<file path="config.mk">
export PLATFORM = sky130hd
export DESIGN_NAME = pcileech_bar_cpl_gen_flat
export DESIGN_NICKNAME = d
export VERILOG_FILES = /design/src/rtl/pcileech_bar_cpl_gen_if.sv /design/src/rtl/pcileech_bar_cpl_gen.sv /design/src/flat_wrapper.sv
export SDC_FILE = /design/constraint.sdc
export NUM_CORES = 1
export LEC_CHECK = 0
export CELL_PAD_IN_SITES_DETAIL_PLACEMENT = 0
export CELL_PAD_IN_SITES_GLOBAL_PLACEMENT = 1
export CORE_UTILIZATION = 25
export CTS_CLUSTER_DIAMETER = 60
export DETAILED_ROUTE_END_ITERATION = 16
export HOLD_SLACK_MARGIN = 0.03
export PLACE_DENSITY_LB_ADDON = 0.12
export SLEW_MARGIN = 20
export SYNTH_ARGS = -nofsm -noshare
export SYNTH_HDL_FRONTEND = slang
export SYNTH_SLANG_ARGS = --single-unit
</file>
<file path="constraint.sdc">
create_clock -name clk -period 6.9 [get_ports clk]
set_clock_uncertainty 0.2 [all_clocks]
set_input_delay 1.725 -clock clk [delete_from_list [all_inputs] [get_ports clk]]
set_output_delay 1.725 -clock clk [all_outputs]
set_load 0.01 [all_outputs]
</file>
<file path="src/rtl/pcileech_bar_cpl_gen_if.sv">
// BAR read-response input and completion TLP dword stream bundled for pcileech_bar_cpl_gen.
// master = completion generator side, slave = response source / TLP sink side.
interface pcileech_bar_cpl_gen_if;
  logic [87:0] rd_rsp_ctx;
  logic [31:0] rd_rsp_data;
  logic        rd_rsp_valid;
  logic [31:0] tlp_data;
  logic        tlp_sop;
  logic        tlp_eop;
  logic        tlp_valid;
  logic        tlp_ready;

  modport master (
    input  rd_rsp_ctx, rd_rsp_data, rd_rsp_valid, tlp_ready,
    output tlp_data, tlp_sop, tlp_eop, tlp_valid
  );

  modport slave (
    output rd_rsp_ctx, rd_rsp_data, rd_rsp_valid, tlp_ready,
    input  tlp_data, tlp_sop, tlp_eop, tlp_valid
  );
endinterface

</file>
<file path="src/rtl/pcileech_bar_cpl_gen.sv">
// Turns BAR read responses into CplD TLPs (4 dwords) through a small response FIFO.
// Optional macro CPLGEN_UR_EN: entries flagged UR become 3-dword Cpl with UR status.
module pcileech_bar_cpl_gen #(
  parameter int FIFO_DEPTH = 8,
  parameter int DROP_CNT_W = 16
) (
  input  logic                  clk,
  input  logic                  rst,
  input  logic [15:0]           completer_id,
  pcileech_bar_cpl_gen_if.master bus,
  input  logic                  ovf_clr,
  output logic                  ovf_sticky,
  output logic [DROP_CNT_W-1:0] drop_count
);
  localparam int AW = $clog2(FIFO_DEPTH);
  localparam logic [AW:0] FULL_CNT = (AW+1)'(FIFO_DEPTH);

  typedef enum logic [2:0] {IDLE, H0, H1, H2, D} state_t;

  // Field order mirrors ctx[36:0] so a response packs straight in.
  typedef struct packed {
    logic        ur;
    logic [1:0]  attr;
    logic [2:0]  tc;
    logic [6:0]  lo_addr;
    logic [7:0]  tag;
    logic [15:0] req_id;
    logic [31:0] data;
  } entry_t;

  entry_t        mem [FIFO_DEPTH];
  entry_t        head;
  logic [AW-1:0] wr_ptr, rd_ptr;
  logic [AW:0]   count;
  logic          full, empty, push, pop, drop, more;
  state_t        state, state_nxt;

  assign full  = (count == FULL_CNT);
  assign empty = (count == '0);
  assign head  = mem[rd_ptr];
  assign pop   = bus.tlp_valid & bus.tlp_ready & bus.tlp_eop;
  assign push  = bus.rd_rsp_valid & (~full | pop);
  assign drop  = bus.rd_rsp_valid & full & ~pop;
  // On an eop pop, any strobe this cycle is always stored, so the FIFO is non-empty next cycle.
  assign more  = (count > (AW+1)'(1)) | bus.rd_rsp_valid;

  logic unused_ok;
  assign unused_ok = &{1'b0, bus.rd_rsp_ctx[87:37], head.ur};

  always_ff @(posedge clk) begin
    if (push) mem[wr_ptr] <= {bus.rd_rsp_ctx[36:0], bus.rd_rsp_data};
  end

  always_ff @(posedge clk or negedge rst) begin
    if (!rst) begin
      wr_ptr <= '0;
      rd_ptr <= '0;
      count  <= '0;
    end else begin
      if (push) wr_ptr <= wr_ptr + 1'b1;
      if (pop)  rd_ptr <= rd_ptr + 1'b1;
      if (push && !pop)      count <= count + 1'b1;
      else if (pop && !push) count <= count - 1'b1;
    end
  end

  // A same-cycle drop beats the clear so the new loss is not hidden.
  always_ff @(posedge clk or negedge rst) begin
    if (!rst) begin
      ovf_sticky <= 1'b0;
      drop_count <= '0;
    end else if (drop) begin
      ovf_sticky <= 1'b1;
      if (ovf_clr)          drop_count <= DROP_CNT_W'(1);
      else if (~&drop_count) drop_count <= drop_count + 1'b1;
    end else if (ovf_clr) begin
      ovf_sticky <= 1'b0;
      drop_count <= '0;
    end
  end

  always_ff @(posedge clk or negedge rst) begin
    if (!rst) state <= IDLE;
    else      state <= state_nxt;
  end

  logic [31:0] hdr0_cpld, hdr1_cpld, hdr2;
  assign hdr0_cpld = {3'b010, 5'b01010, 1'b0, head.tc, 4'b0, 2'b00, head.attr, 2'b00, 10'd1};
  assign hdr1_cpld = {completer_id, 3'b000, 1'b0, 12'd4};
  assign hdr2      = {head.req_id, head.tag, 1'b0, head.lo_addr};

`ifdef CPLGEN_UR_EN
  logic [31:0] hdr0_ur, hdr1_ur;
  assign hdr0_ur = {3'b000, 5'b01010, 1'b0, head.tc, 4'b0, 2'b00, head.attr, 2'b00, 10'd0};
  assign hdr1_ur = {completer_id, 3'b001, 1'b0, 12'd4};
`endif

  // Outputs come straight from state and FIFO head, both frozen while stalled.
  always_comb begin
    state_nxt     = state;
    bus.tlp_valid = 1'b0;
    bus.tlp_sop   = 1'b0;
    bus.tlp_eop   = 1'b0;
    bus.tlp_data  = '0;
    case (state)
      IDLE: if (!empty) state_nxt = H0;
      H0: begin
        bus.tlp_valid = 1'b1;
        bus.tlp_sop   = 1'b1;
`ifdef CPLGEN_UR_EN
        bus.tlp_data  = head.ur ? hdr0_ur : hdr0_cpld;
`else
        bus.tlp_data  = hdr0_cpld;
`endif
        if (bus.tlp_ready) state_nxt = H1;
      end
      H1: begin
        bus.tlp_valid = 1'b1;
`ifdef CPLGEN_UR_EN
        bus.tlp_data  = head.ur ? hdr1_ur : hdr1_cpld;
`else
        bus.tlp_data  = hdr1_cpld;
`endif
        if (bus.tlp_ready) state_nxt = H2;
      end
      H2: begin
        bus.tlp_valid = 1'b1;
        bus.tlp_data  = hdr2;
`ifdef CPLGEN_UR_EN
        bus.tlp_eop   = head.ur;
        if (bus.tlp_ready) state_nxt = head.ur ? (more ? H0 : IDLE) : D;
`else
        if (bus.tlp_ready) state_nxt = D;
`endif
      end
      D: begin
        bus.tlp_valid = 1'b1;
        bus.tlp_eop   = 1'b1;
        bus.tlp_data  = head.data;
        if (bus.tlp_ready) state_nxt = more ? H0 : IDLE;
      end
      default: state_nxt = IDLE;
    endcase
  end
endmodule
</file>
<file path="src/flat_wrapper.sv">
// flat-port wrapper written by rule: the top's interface ports become plain ports
module pcileech_bar_cpl_gen_flat 
#(
  parameter int FIFO_DEPTH = 8,
  parameter int DROP_CNT_W = 16
)
  (clk, rst, completer_id, ovf_clr, ovf_sticky, drop_count, bus_rd_rsp_ctx, bus_rd_rsp_data, bus_rd_rsp_valid, bus_tlp_ready, bus_tlp_data, bus_tlp_sop, bus_tlp_eop, bus_tlp_valid);
  pcileech_bar_cpl_gen_if bus_i ();
  input  logic clk;
  input  logic rst;
  input  logic [15:0] completer_id;
  input  logic ovf_clr;
  output logic ovf_sticky;
  output logic [DROP_CNT_W-1:0] drop_count;
  input wire logic [$bits(bus_i.rd_rsp_ctx)-1:0] bus_rd_rsp_ctx;
  input wire logic [$bits(bus_i.rd_rsp_data)-1:0] bus_rd_rsp_data;
  input wire logic [$bits(bus_i.rd_rsp_valid)-1:0] bus_rd_rsp_valid;
  input wire logic [$bits(bus_i.tlp_ready)-1:0] bus_tlp_ready;
  output wire logic [$bits(bus_i.tlp_data)-1:0] bus_tlp_data;
  output wire logic [$bits(bus_i.tlp_sop)-1:0] bus_tlp_sop;
  output wire logic [$bits(bus_i.tlp_eop)-1:0] bus_tlp_eop;
  output wire logic [$bits(bus_i.tlp_valid)-1:0] bus_tlp_valid;
  assign bus_i.rd_rsp_ctx = bus_rd_rsp_ctx;
  assign bus_i.rd_rsp_data = bus_rd_rsp_data;
  assign bus_i.rd_rsp_valid = bus_rd_rsp_valid;
  assign bus_i.tlp_ready = bus_tlp_ready;
  assign bus_tlp_data = bus_i.tlp_data;
  assign bus_tlp_sop = bus_i.tlp_sop;
  assign bus_tlp_eop = bus_i.tlp_eop;
  assign bus_tlp_valid = bus_i.tlp_valid;
  pcileech_bar_cpl_gen #(.FIFO_DEPTH(FIFO_DEPTH), .DROP_CNT_W(DROP_CNT_W)) u_core (.clk(clk), .rst(rst), .completer_id(completer_id), .bus(bus_i), .ovf_clr(ovf_clr), .ovf_sticky(ovf_sticky), .drop_count(drop_count));
endmodule
</file>
==> results of run 1 <==
-- worst max-delay path: cells and delay by family (launching register included) --
| family | cells | cell delay, ns |
|---|---|---|
| and+or+nand+nor | 1 | 0.86 |
| DFF | 1 | 0.55 |
| AOI/OAI and AO/OA | 4 | 1.23 |
| buffers and inverters | 1 | 0.54 |
-- cells in the final DEF (no fill, tap or decap), drive strengths merged, types with 27 or more instances in the layout --
master         count
nand2             30
dfrtp             30
mux4             114
edfxtp           544
mux2              28
mux2i             59
clkbuf            83
clkdlybuf4s50    139
o21ai             27
clkinv            30
nor2              42
buf               32
-- power by group --
part | internal [uW] | switching, uW
sequential | 4360 | 240
clock | 2150 | 1500
combinational | 1350 | 1620
-- worst max-delay path by stage --
stage,endpoint,startpoint,cells after the start
after floorplan,u_core.mem[7][0],bus_tlp_ready,7
after global placement,bus_tlp_data[25],completer_id[9],6
after detailed placement,bus_tlp_data[25],completer_id[9],6
after CTS,bus_tlp_data[20],u_core.state[2],6
after global routing,bus_tlp_data[12],u_core.state[2],6
final,bus_tlp_data[20],u_core.state[2],6
-- cell type report --
type,count,area share
Clock buffer,83,0.06706
Sequential cell,574,0.6149
Tap cell,1165,0.05243
Clock inverter,47,0.01566
Timing Repair Buffer,171,0.06265
Antenna cell,2,0.0001800
Multi-Input combinational cell,468,0.1856
Inverter,11,0.001485
-- registers in the layout, indices dropped and copies added (netlist names) --
name,cells
u_core.count,4
u_core.drop_count,16
u_core.mem,544
u_core.ovf_sticky,1
u_core.rd_ptr,3
u_core.state,3
u_core.wr_ptr,3
-- layer usage --
metal  track usage  share of wire
met3       0.03008          0.046
met1        0.1690           0.45
met5             0         0.0014
met4       0.04535          0.024
met2        0.2130           0.48
-- logic make-up after synthesis --
family          synth area share
compound gates           0.03607
simple gates             0.02593
flops                     0.7565
xor+xnor                0.005817
buf+inv                  0.01800
mux                       0.1538
fa+ha+maj               0.003878
-- metrics by stage --
stage	hold WS [ns]	power [uW]
6_report	0.3216	11220
5_1_grt	0.3507	11800
4_1_cts	0.3186	11490
3_5_place_dp	0.3069	7773
3_3_place_gp	0.3027	7769
2_1_floorplan	0.2769	6528
==> impl.org, run 1 <==
** Cells and area
- Number of non-filler instances in the completed layout :: 2521
- Area overhead of the layout relative to synthesis :: 23.08%
- After routing the design area is 27800 um^2.
- Post-layout nets :: 1446
- In the final layout, the multi-input gates occupy 5160 um^2.
- The layout has 8663 filler cells.
- Fraction of layout instances using a drive strength above 1 :: 0.2194
- The sequential cells in the finished layout cover a total of 17090 um^2.
- Post-layout util :: 0.3126

** Timing
- Final count of negative-setup-slack endpoints :: 0
- Count of endpoints failing hold in the final timing report :: 0
- Counting I/O delays and the setup requirement, the final critical path takes 5.709 ns.
- In the finished design, the share of the clock period the worst path needs comes to 0.8275.
- Once routing completed, OpenROAD measured the worst setup slack at 1.191 ns.
- Max-slew violation count :: 0
- Slew of the pin with the lowest slew margin :: 1.031 ns
- In this run the tightest slew margin relative to its limit is 0.3128.
- After routing, the total negative slack on setup checks comes to 0 ns.
- Max Freq :: 175.1 MHz
- RSZ-0062 raised after global routing :: false

** Logic synthesis
- Synth warnings :: 0
- Post-synth net total :: 1262
- Commonest register cell after synthesis :: sky130_fd_sc_hd__edfxtp_1
- Share of async-settable or async-resettable flops after synthesis :: 0.05226
- Cell taking the most area after synthesis :: sky130_fd_sc_hd__edfxtp_1
- A synthesized cell averages 20.27 um^2.
- Synth top area cells :: sky130_fd_sc_hd__edfxtp_1 72%, sky130_fd_sc_hd__mux4_2 11%, sky130_fd_sc_hd__dfrtp_1 3.3%
- Mapped cell area :: 22590 um^2
- Flops & latches, synth :: 574
- The share of synthesized area in the top cell type comes to 0.7233.
- In this run, synthesis inferred 544 flip-flops with an integrated enable.
- Synthesized netlist cell count :: 1114
- The commonest cells after synthesis are 544 x sky130_fd_sc_hd__edfxtp_1, 114 x sky130_fd_sc_hd__mux4_2, 59 x sky130_fd_sc_hd__mux2i_1.
- Proportion of synthesized chip area in sequential cells :: 0.7565
- Most numerous cell in the Yosys netlist :: sky130_fd_sc_hd__edfxtp_1
- Distinct cells, synth :: 50

** Placement
- Area after DPL :: 25490 um^2
- Count of placed standard cells including taps :: 2389
- Prior to clock tree synthesis, the placed netlist has a worst setup slack of 1.272 ns.
- Port buffering added 140 buffers.
- At the end of routability-driven placement, the weighted congestion stood at 0.7038.
- Detailed placement HPWL :: 33.06 mm

** Critical path
- Number of cells on the worst reg-to-reg path :: 6
- The worst register-to-register path has a setup slack of 3.32 ns.
- The worst register-to-register path begins at u_core.state[2].
- On the critical path, the stage with the largest delay is an instance of sky130_fd_sc_hd__nand3b_1.
- Critical Path Source Type :: flop
- Nature of the critical path endpoint :: output port
- Arrival time at the worst endpoint :: 3.78 ns
- The critical path is of the flop to output port type.
- Worst path required time :: 4.97 ns
- Ordered list of cells on the worst path :: nand3b_1, a21oi_1, o21ai_0, o22ai_1, a221o_1, clkdlybuf4s50_1
- Along the worst path, the maximum fanout reaches 13.
- The largest single stage delay on the critical path is 0.86 ns.
- In this run the critical register-to-register path is captured at u_core.mem[7][61].

** Routing
- In this run the remaining antenna-violating nets after routing total 0.
- Dividing the detail-routed via count by the number of cells gives 4.453.
- Routed Wire Length :: 58.70 mm
- The pre-antenna-repair detailed-routing pass consisted of 4 iterations.
- Initial DRC Count :: 644
- Residual DRC count :: 0
- The routed layout has 11227 vias.
- Dividing the detail-routed wire length by the instance count gives 23.28 um.

** Floorplan
- Die Outline Area :: 91550 um^2
- For this configuration, the core starts out at a cell density of 0.2540.
- In this run the count of I/O pins placed on the die edge is 193.
- After floorplanning, the core was divided into 109 placement rows.
- The die is 302.6 um tall.
- Measured along the x axis, the die boundary spans 302.6 um.
- Area of the placeable core :: 88920 um^2

** Clock tree
- Number of hold buffers added after CTS :: 0
- Clock Sink Count :: 574
- Once the clock tree was built, the setup fixing pass inserted 0 buffers.
- TritonCTS buffer count :: 72
- TritonCTS built the clock tree.
- PostCTS Resize Cnt :: 0
- # H-tree levels :: 3
- Clock insertion delay at the later pin of the skew report :: 0.60 ns
- Clock tree synthesis selected as its root buffer the cell sky130_fd_sc_hd__clkbuf_16.
- After clock tree synthesis, the clock-pin slew on the worst setup and hold paths is 0.06 ns.
- Maximum clock path buffer count :: 3

** Status
- The run finished with clean final reports.

** Power
- VDD IR max :: 0.1511 mV
- Lkg Pwr :: 0.008991 uW
- Power density over the cells :: 403.5 nW/um^2

** Global route
- For this run the aggregate overflow at the end of global routing stands at 0.
- The first global-routing pass estimated 85.86 mm of wire.
- Via count of the first global-routing pass :: 12231
- For this run, the total global-route usage over all layers was measured as 0.1302.
- The initial antenna violation count was 11.
- Entering global routing, the biggest net connects 59 pins.

** Hold path
- Counting instances, the worst hold path has a depth of 1.
- HP Start :: u_core.count[3]
- End point of the most critical hold path :: u_core.count[3]
- The tightest min-delay check is of the flop to flop type.

** Job
- The tool flagged a number of max-cap violations equal to 0.
(Power assumes the default switching activity.)
==> run 2: changes to the inputs <==
==> constraint.sdc (replaced) <==
create_clock -name clk -period 5.78 [get_ports clk]
set_clock_uncertainty 0.2 [all_clocks]
set_input_delay 1.445 -clock clk [delete_from_list [all_inputs] [get_ports clk]]
set_output_delay 1.445 -clock clk [all_outputs]
set_load 0.01 [all_outputs]
==> run 2 against run 1 <==
Against the previous run: sequential share of layout area is 0.58 points lower; first-iteration DRC count is 3.4% lower; worst hold slack worse by 0.0047 ns; cell count is 0.24% higher; sequential power is 18% higher; largest power group unchanged; critical endpoint is now bus_tlp_data[22]; wire length is 1.7% higher; via count is 0.35% lower.
==> impl.org, run 2 (synthesis gave the netlist of run 1 again) <==
** Status
- Status :: finished clean

** Placement
- Detailed placement ended at an HPWL of 34.00 mm.
- During placement, the flow inserted port buffers numbering 140.
- Global placement routability congestion :: 0.6887
- Count of placed standard cells including taps :: 2396

** Routing
- Number of vias per cell after detailed routing :: 4.427
- Residual DRC count :: 0
- For this block, the routed nets add up to 59.67 mm of wire.
- The detail route stage leaves a number of antenna-violating nets equal to 0.
- Total number of vias :: 11188
- The detailed router finished its first iteration with 622 violations.
- Pre-antenna DRT Iters :: 5
- Detail-routed net length per standard cell :: 23.61 um

** Global route
- Remaining global-route overflow :: 0
- The first global-routing pass estimated 85.73 mm of wire.
- The initial antenna violation count came to 11.
- Global-route track usage on met3 :: 0.03050
- The global routing stage identified its most utilized layer as met2.
- Met2 Usage GRT :: 0.2143
- Largest net degree at the start of global routing :: 62
- Global router's overall resource usage :: 0.1312
- For met1 alone, demand over resource in global routing was 0.1730.
- Via count of the first global-routing pass :: 12087

** Clock tree
- TritonCTS built the clock tree.
- # H-tree levels :: 3
- Maximum clock path buffer count :: 3
- Number of hold buffers added after CTS :: 0
- Number of setup buffers added after CTS :: 0
- The number of clock buffers added by TritonCTS is 71.
- The later pin in the worst-skew pair is clocked with a latency of 0.60 ns.
- In this run the clock root is driven by a sky130_fd_sc_hd__clkbuf_16.
- The tree built by TritonCTS fans out to 574 sinks.
- The number of gates resized after CTS was 0.
- Clock-pin slew reported for the worst setup and hold paths after clock tree synthesis :: 0.06 ns

** Power
- Lkg Pwr :: 0.009080 uW
- VDD IR max :: 0.2150 mV
- Dividing total power by cell area gives a power density of 484.9 nW/um^2.

** Timing
- For the final routed database, the setup TNS stands at 0 ns.
- Setup violations remaining at the end of the flow were counted as 0.
- Max-slew violation count :: 0
- Headroom to the max-slew limit came out at 0.4551.
- Slew of the pin with the lowest slew margin :: 0.8173 ns
- The number of failing hold endpoints at the final stage is 0.
- RSZ-0062 raised after global routing :: false
- Share of the clock period used by the worst path after layout :: 0.8973
- Crit path time final :: 5.186 ns
- Max Freq :: 192.8 MHz

** Cells and area
- Area overhead of the layout relative to synthesis :: 24.25%
- Largest registers in the final layout :: u_core.mem: 544 flops, u_core.drop_count: 16 flops, u_core.count: 4 flops
- Sequential cell area :: 17090 um^2
- After filler insertion, the fill cell instance count of the layout stands at 8588.
- Max FFs per register :: 544
- The multi-input combinational cells in the finished layout cover a total of 5160 um^2.
- Number of non-filler instances in the completed layout :: 2527
- Of the cells placed in the final design, the portion with a size suffix greater than 1 is 0.2219.
- u_core.mem holds more flip-flops than any other register.
- For this run, the post-layout net count is 1452.
- In the layout the commonest cells are 544 x sky130_fd_sc_hd__edfxtp_1, 139 x sky130_fd_sc_hd__clkdlybuf4s50_1, 114 x sky130_fd_sc_hd__mux4_2, 72 x sky130_fd_sc_hd__clkbuf_16, 59 x sky130_fd_sc_hd__mux2i_1.
- Commonest non-fill, non-tap cell in the layout :: sky130_fd_sc_hd__edfxtp_1

** Critical path
- Delay-heaviest family, CP :: buffers and inverters
- Along the worst path, the maximum fanout reaches 20.
- STA puts the critical path data arrival time at 3.54 ns.
- The largest single stage delay on the critical path is 0.68 ns.
- Number of buffer and inverter instances along the worst setup path :: 2
- Classification of the worst setup path :: flop to output port
- Nature of the critical path endpoint :: output port
- Critical Path Source Type :: flop
- Worst path required time :: 4.14 ns
- The slowest stage of the critical path belongs to the cell sky130_fd_sc_hd__dfrtp_4.
- Ordered list of cells on the worst path :: buf_4, mux4_2, nor2_1, o22ai_1, a221o_1, clkdlybuf4s50_1

** Floorplan
- In this run the core area contains 109 standard-cell rows.
- Boundary pin count :: 193
- Area of the placeable core :: 88920 um^2
- The die covers 91550 um^2.
- The initial utilization of the core area, before any placement, comes to 0.2540.
- Die Span Y :: 302.6 um
- The die is 302.6 um wide.

** Job
- Max-cap violations :: 0

** Hold path
- Path type of the worst min-delay path :: flop to flop
[run 2: cell type report]
cell class / instances / share of cell area
tap: 1165 / 0.05194
multi-input combinational: 468 / 0.1839
clock inverter: 45 / 0.01828
timing repair buffer: 178 / 0.06929
inverter: 11 / 0.001471
sequential: 574 / 0.6091
clock buffer: 85 / 0.06594
antenna: 1 / 0.00008917
[run 2: through the flow]
| step | util | area, um^2 | total power (uW) | worst slack [ns] | hold WS (ns) |
|---|---|---|---|---|---|
| 2_1_floorplan | - | 22600 | 7793 | 0.07501 | 0.2769 |
| 3_3_place_gp | 0.2890 | 25700 | 9361 | 0.6635 | 0.2964 |
| 3_5_place_dp | 0.2890 | 25700 | 9362 | 0.7200 | 0.3048 |
| 4_1_cts | 0.3156 | 28060 | 13940 | 0.5026 | 0.3136 |
| 5_1_grt | 0.3156 | 28060 | 14300 | 0.4524 | 0.3600 |
| 6_report | 0.3156 | 28060 | 13610 | 0.5936 | 0.3169 |
[run 2: per-layer routing]
layer | share of wire | routed length, um
met4 | 0.019 | 1120
met5 | 0.0020 | 122
met2 | 0.48 | 28890
met1 | 0.45 | 26790
met3 | 0.046 | 2746
[run 2: worst register-to-register path, stage by stage, from the launching register on]
cell and delay (ns):
sky130_fd_sc_hd__dfrtp_1 0.38, sky130_fd_sc_hd__buf_4 0.20, sky130_fd_sc_hd__nand4bb_1 0.44, sky130_fd_sc_hd__nand4b_1 0.24, sky130_fd_sc_hd__and2_1 0.32, sky130_fd_sc_hd__nand2b_1 0.30, sky130_fd_sc_hd__nor2_4 0.67, sky130_fd_sc_hd__buf_12 0.31
[run 2: final timing paths]
check	startpoint	endpoint	slack, ns	depth (start not counted)
max	u_core.rd_ptr[0]	bus_tlp_data[22]	0.59	6
min	u_core.count[3]	u_core.count[3]	0.32	1
max reg2reg	u_core.state[1]	u_core.mem[4][24]	2.39	7
min reg2reg	u_core.count[3]	u_core.count[3]	0.32	1
max in group asynchronous	rst	u_core.rd_ptr[1]	4.03	1
min in group asynchronous	rst	u_core.drop_count[1]	0.74	1
[run 2: power by group]
group / total [uW] / leakage [uW] / switching [uW] / internal [uW]
clock network: 4480 / 0.00114 / 1790 / 2680
registers: 5450 / 0.00533 / 245 / 5210
logic: 3680 / 0.00261 / 2020 / 1660
total: 13600 / 0.00908 / 4060 / 9550
==> run 3: changes to the inputs <==
--- a/config.mk
+++ b/config.mk
@@ -10,8 +10,10 @@
 export CORE_UTILIZATION = 25
 export CTS_CLUSTER_DIAMETER = 60
 export DETAILED_ROUTE_END_ITERATION = 16
+export GPL_ROUTABILITY_DRIVEN = 0
 export HOLD_SLACK_MARGIN = 0.03
 export PLACE_DENSITY_LB_ADDON = 0.12
+export REMOVE_ABC_BUFFERS = 1
 export SLEW_MARGIN = 20
 export SYNTH_ARGS = -nofsm -noshare
 export SYNTH_HDL_FRONTEND = slang
==> constraint.sdc (replaced) <==
create_clock -name clk -period 5.78 [get_ports clk]
set_clock_uncertainty 0.2 [all_clocks]
set_input_delay 0.867 -clock clk [delete_from_list [all_inputs] [get_ports clk]]
set_output_delay 0.867 -clock clk [all_outputs]
set_load 0.01 [all_outputs]
==> run 3 against run 2 <==
Against the previous run: die area did not move; total power is 0.97% lower; register-to-register slack improved by 0.16 ns; global-route usage down 0.092 points; critical endpoint is now bus_tlp_data[20]; first-iteration DRC count up 5.3%; setup slack improved by 0.27 ns.
==> impl.org, run 3 (synthesis gave the netlist of run 1 again) <==
** Clock tree
- No sink is reached through more buffers than the 3 on the longest clock path.
- Number of hold buffers added after CTS :: 0
- In this run, post-CTS repair resized a total of 0 instances.
- Once the clock tree was built, the setup fixing pass inserted 0 buffers.
- TritonCTS built the clock tree.
- TritonCTS buffer count :: 75
- Clock tree synthesis selected as its root buffer the cell sky130_fd_sc_hd__clkbuf_16.
- Clock Sink Count :: 574
- Clock insertion delay at the later pin of the skew report :: 0.59 ns
- The clock tree synthesis step divided the H-tree into 3 levels.
- Clock-pin slew reported for the worst setup and hold paths after clock tree synthesis :: 0.06 ns

** Critical path
- Cell with the largest stage delay on the worst path :: sky130_fd_sc_hd__dfrtp_4
- The critical path goes through buf_4, nand2_1, o22ai_1, o22ai_1, a221o_1, clkdlybuf4s50_1.
- The number of cells on the worst reg-to-reg path is 8.
- Classification of the worst setup path :: flop to output port
- In this design, the stage delay of the slowest critical-path cell is 0.73 ns.
- The critical path runs through a total of 6 cells.
- Data on the critical path arrives at its endpoint at 3.85 ns.
- The number of buffers and inverters on the critical path is 2.
- Critical Path Source Type :: flop
- The most numerous cell type found on the critical path is sky130_fd_sc_hd__o22ai_1.
- First element of the critical path :: u_core.rd_ptr[1]
- For the worst setup path, the data required time is 4.71 ns.
- Nature of the critical path endpoint :: output port
- R2r startpoint :: u_core.state[1]
- On the critical path the largest part of the delay comes from buffers and inverters.
- In this run the worst path has a maximum fanout of 46.

** Cells and area
- Commonest non-fill, non-tap cell in the layout :: sky130_fd_sc_hd__edfxtp_1
- The register with the most flip-flops in the layout has 544 of them.
- Fill count :: 8634
- The finished layout holds 2528 standard cells, fillers aside.
- Of the cells placed in the final design, the portion with a size suffix greater than 1 is 0.2195.
- Largest Register :: u_core.mem
- In the final design database the tool counted 1451 nets.
- Area overhead of the layout relative to synthesis :: 23.69%
- Commonest cells after routing, fill and taps aside :: 544 x sky130_fd_sc_hd__edfxtp_1, 140 x sky130_fd_sc_hd__clkdlybuf4s50_1, 114 x sky130_fd_sc_hd__mux4_2, 76 x sky130_fd_sc_hd__clkbuf_16, 59 x sky130_fd_sc_hd__mux2i_1
- The largest registers in the layout are u_core.mem: 544 flops, u_core.drop_count: 16 flops, u_core.count: 4 flops.

** Placement
- Count of placed standard cells including taps :: 2391
- The HPWL after detailed placement is 31.30 mm.
- Number of port buffers :: 140

** Routing
- In the routed layout, each cell is associated on average with a via count of 4.458.
- For this block, the routed nets add up to 58.85 mm of wire.
- In this run the remaining antenna-violating nets after routing total 0.
- Detail-routed net length per standard cell :: 23.28 um
- For this run, design rule violations remaining after detail routing come to 0.
- For this block, the via count after detailed routing is 11271.
- The pre-antenna-repair detailed-routing pass consisted of 4 iterations.
- After the first detailed-routing iteration, the DRC count stood at 655.

** Timing
- Setup violations remaining at the end of the flow were counted as 0.
- Subtracting the final worst setup slack from the clock period gives 4.919 ns.
- Count of endpoints failing hold in the final timing report :: 0
- Setup repair after global routing left no endpoint under its margin.
- In the finished design, the share of the clock period the worst path needs comes to 0.8511.
- Worst slew margin relative to its limit :: 0.3399
- Slew of the pin with the lowest slew margin :: 0.9901 ns
- Derived from the worst setup path, the maximum achievable clock frequency is 203.3 MHz.
- Adding up every negative setup slack in the final design gives 0 ns.
- The final count of pins violating max slew was 0.

** Floorplan
- The floorplan step defined a die boundary enclosing 91550 um^2.
- The die is 302.6 um tall.
- The initial utilization of the core area, before any placement, comes to 0.2540.
- The floorplan step set the die width to 302.6 um.
- Boundary pin count :: 193
- Placement row count :: 109
- The core region is 88920 um^2.

** Hold path
- The worst hold path belongs to the class flop to flop.
- The worst hold path begins at u_core.drop_count[8].
- Hold path depth :: 1

** Global route
- Via count of the first global-routing pass :: 12181
- The initial antenna violation count was 8.
- Largest net degree at the start of global routing :: 69
- The total overflow left after global routing is 0.
- First-pass GRT wire length :: 85.70 mm
- For this run, the total global-route usage over all layers was measured as 0.1303.

** Status
- The flow ran to the end, and the final reports show no timing, DRC or antenna violations.

** Power
- In this run the static leakage power is 0.009026 uW.
- In this run the power density over the cells is 482.4 nW/um^2.
- Across the VDD grid, the largest voltage drop is 0.2126 mV.

** Job
- Max-cap violations :: 0
[run 3: cell types whose count changed in the layout (fill, tap and decap cells not counted), moves of 3 or more]
cell / previous run / this run
sky130_fd_sc_hd__clkbuf_1: 13 / 16
sky130_fd_sc_hd__bufinv_16: 8 / 4
sky130_fd_sc_hd__buf_12: 21 / 14
sky130_fd_sc_hd__inv_6: 6 / 3
sky130_fd_sc_hd__clkinv_2: 7 / 13
sky130_fd_sc_hd__clkbuf_16: 72 / 76
[run 3: area by class of cell]
type | count | area, um^2 | area share
Inverter | 11 | 42.54 | 0.001523
Multi-Input combinational cell | 468 | 5152 | 0.1844
Antenna cell | 1 | 2.502 | 0.00008958
Tap cell | 1165 | 1458 | 0.05218
Sequential cell | 574 | 17090 | 0.6119
Clock buffer | 94 | 1989 | 0.07121
Timing Repair Buffer | 173 | 1824 | 0.06530
Clock inverter | 42 | 372.9 | 0.01335
[run 3: worst register-to-register path, stage by stage (launching register included)]
cell and delay, ns:
sky130_fd_sc_hd__dfrtp_1 0.37, sky130_fd_sc_hd__buf_4 0.21, sky130_fd_sc_hd__nand4bb_1 0.20, sky130_fd_sc_hd__buf_4 0.19, sky130_fd_sc_hd__nand4b_1 0.09, sky130_fd_sc_hd__and2_1 0.29
sky130_fd_sc_hd__nand2b_1 0.29, sky130_fd_sc_hd__nor2_4 0.72, sky130_fd_sc_hd__buf_12 0.35
[run 3: through the flow]
step | util | power, uW | hold slack (ns) | worst slack [ns] | area, um^2
2_1_floorplan | - | 7960 | 0.2769 | -2.071 | 22220
3_3_place_gp | 0.2876 | 9295 | 0.3014 | 1.379 | 25570
3_5_place_dp | 0.2876 | 9313 | 0.3045 | 1.380 | 25570
4_1_cts | 0.3141 | 13790 | 0.3123 | 0.7235 | 27930
5_1_grt | 0.3141 | 14170 | 0.3300 | 0.6185 | 27930
6_report | 0.3142 | 13480 | 0.3102 | 0.8605 | 27940
[run 3: worst paths after layout]
kind | to | slack [ns]
worst max-delay path | bus_tlp_data[20] | 0.86
worst min register to register | u_core.drop_count[8] | 0.31
max in group asynchronous | u_core.rd_ptr[1] | 4.51
worst min-delay path | u_core.drop_count[8] | 0.31
min in group asynchronous | u_core.drop_count[7] | 0.50
worst max register to register | u_core.mem[6][49] | 2.55
[run 3: power by group]
group | leakage, uW | total [uW] | switching (uW) | internal, uW
Clock | 0.00114 | 4410 | 1780 | 2630
Combinational | 0.00255 | 3580 | 1950 | 1630
Sequential | 0.00533 | 5490 | 280 | 5210
Total | 0.00903 | 13500 | 4000 | 9470
[run 3: layer usage]
| layer | wire length, um | track usage | up-vias |
|---|---|---|---|
| met5 | 80 | 0 | - |
| li1 | - | - | 4999 |
| met4 | 1309 | 0.03601 | 12 |
| met1 | 26660 | 0.1733 | 5962 |
| met2 | 28220 | 0.2123 | 198 |
| met3 | 2578 | 0.03079 | 100 |
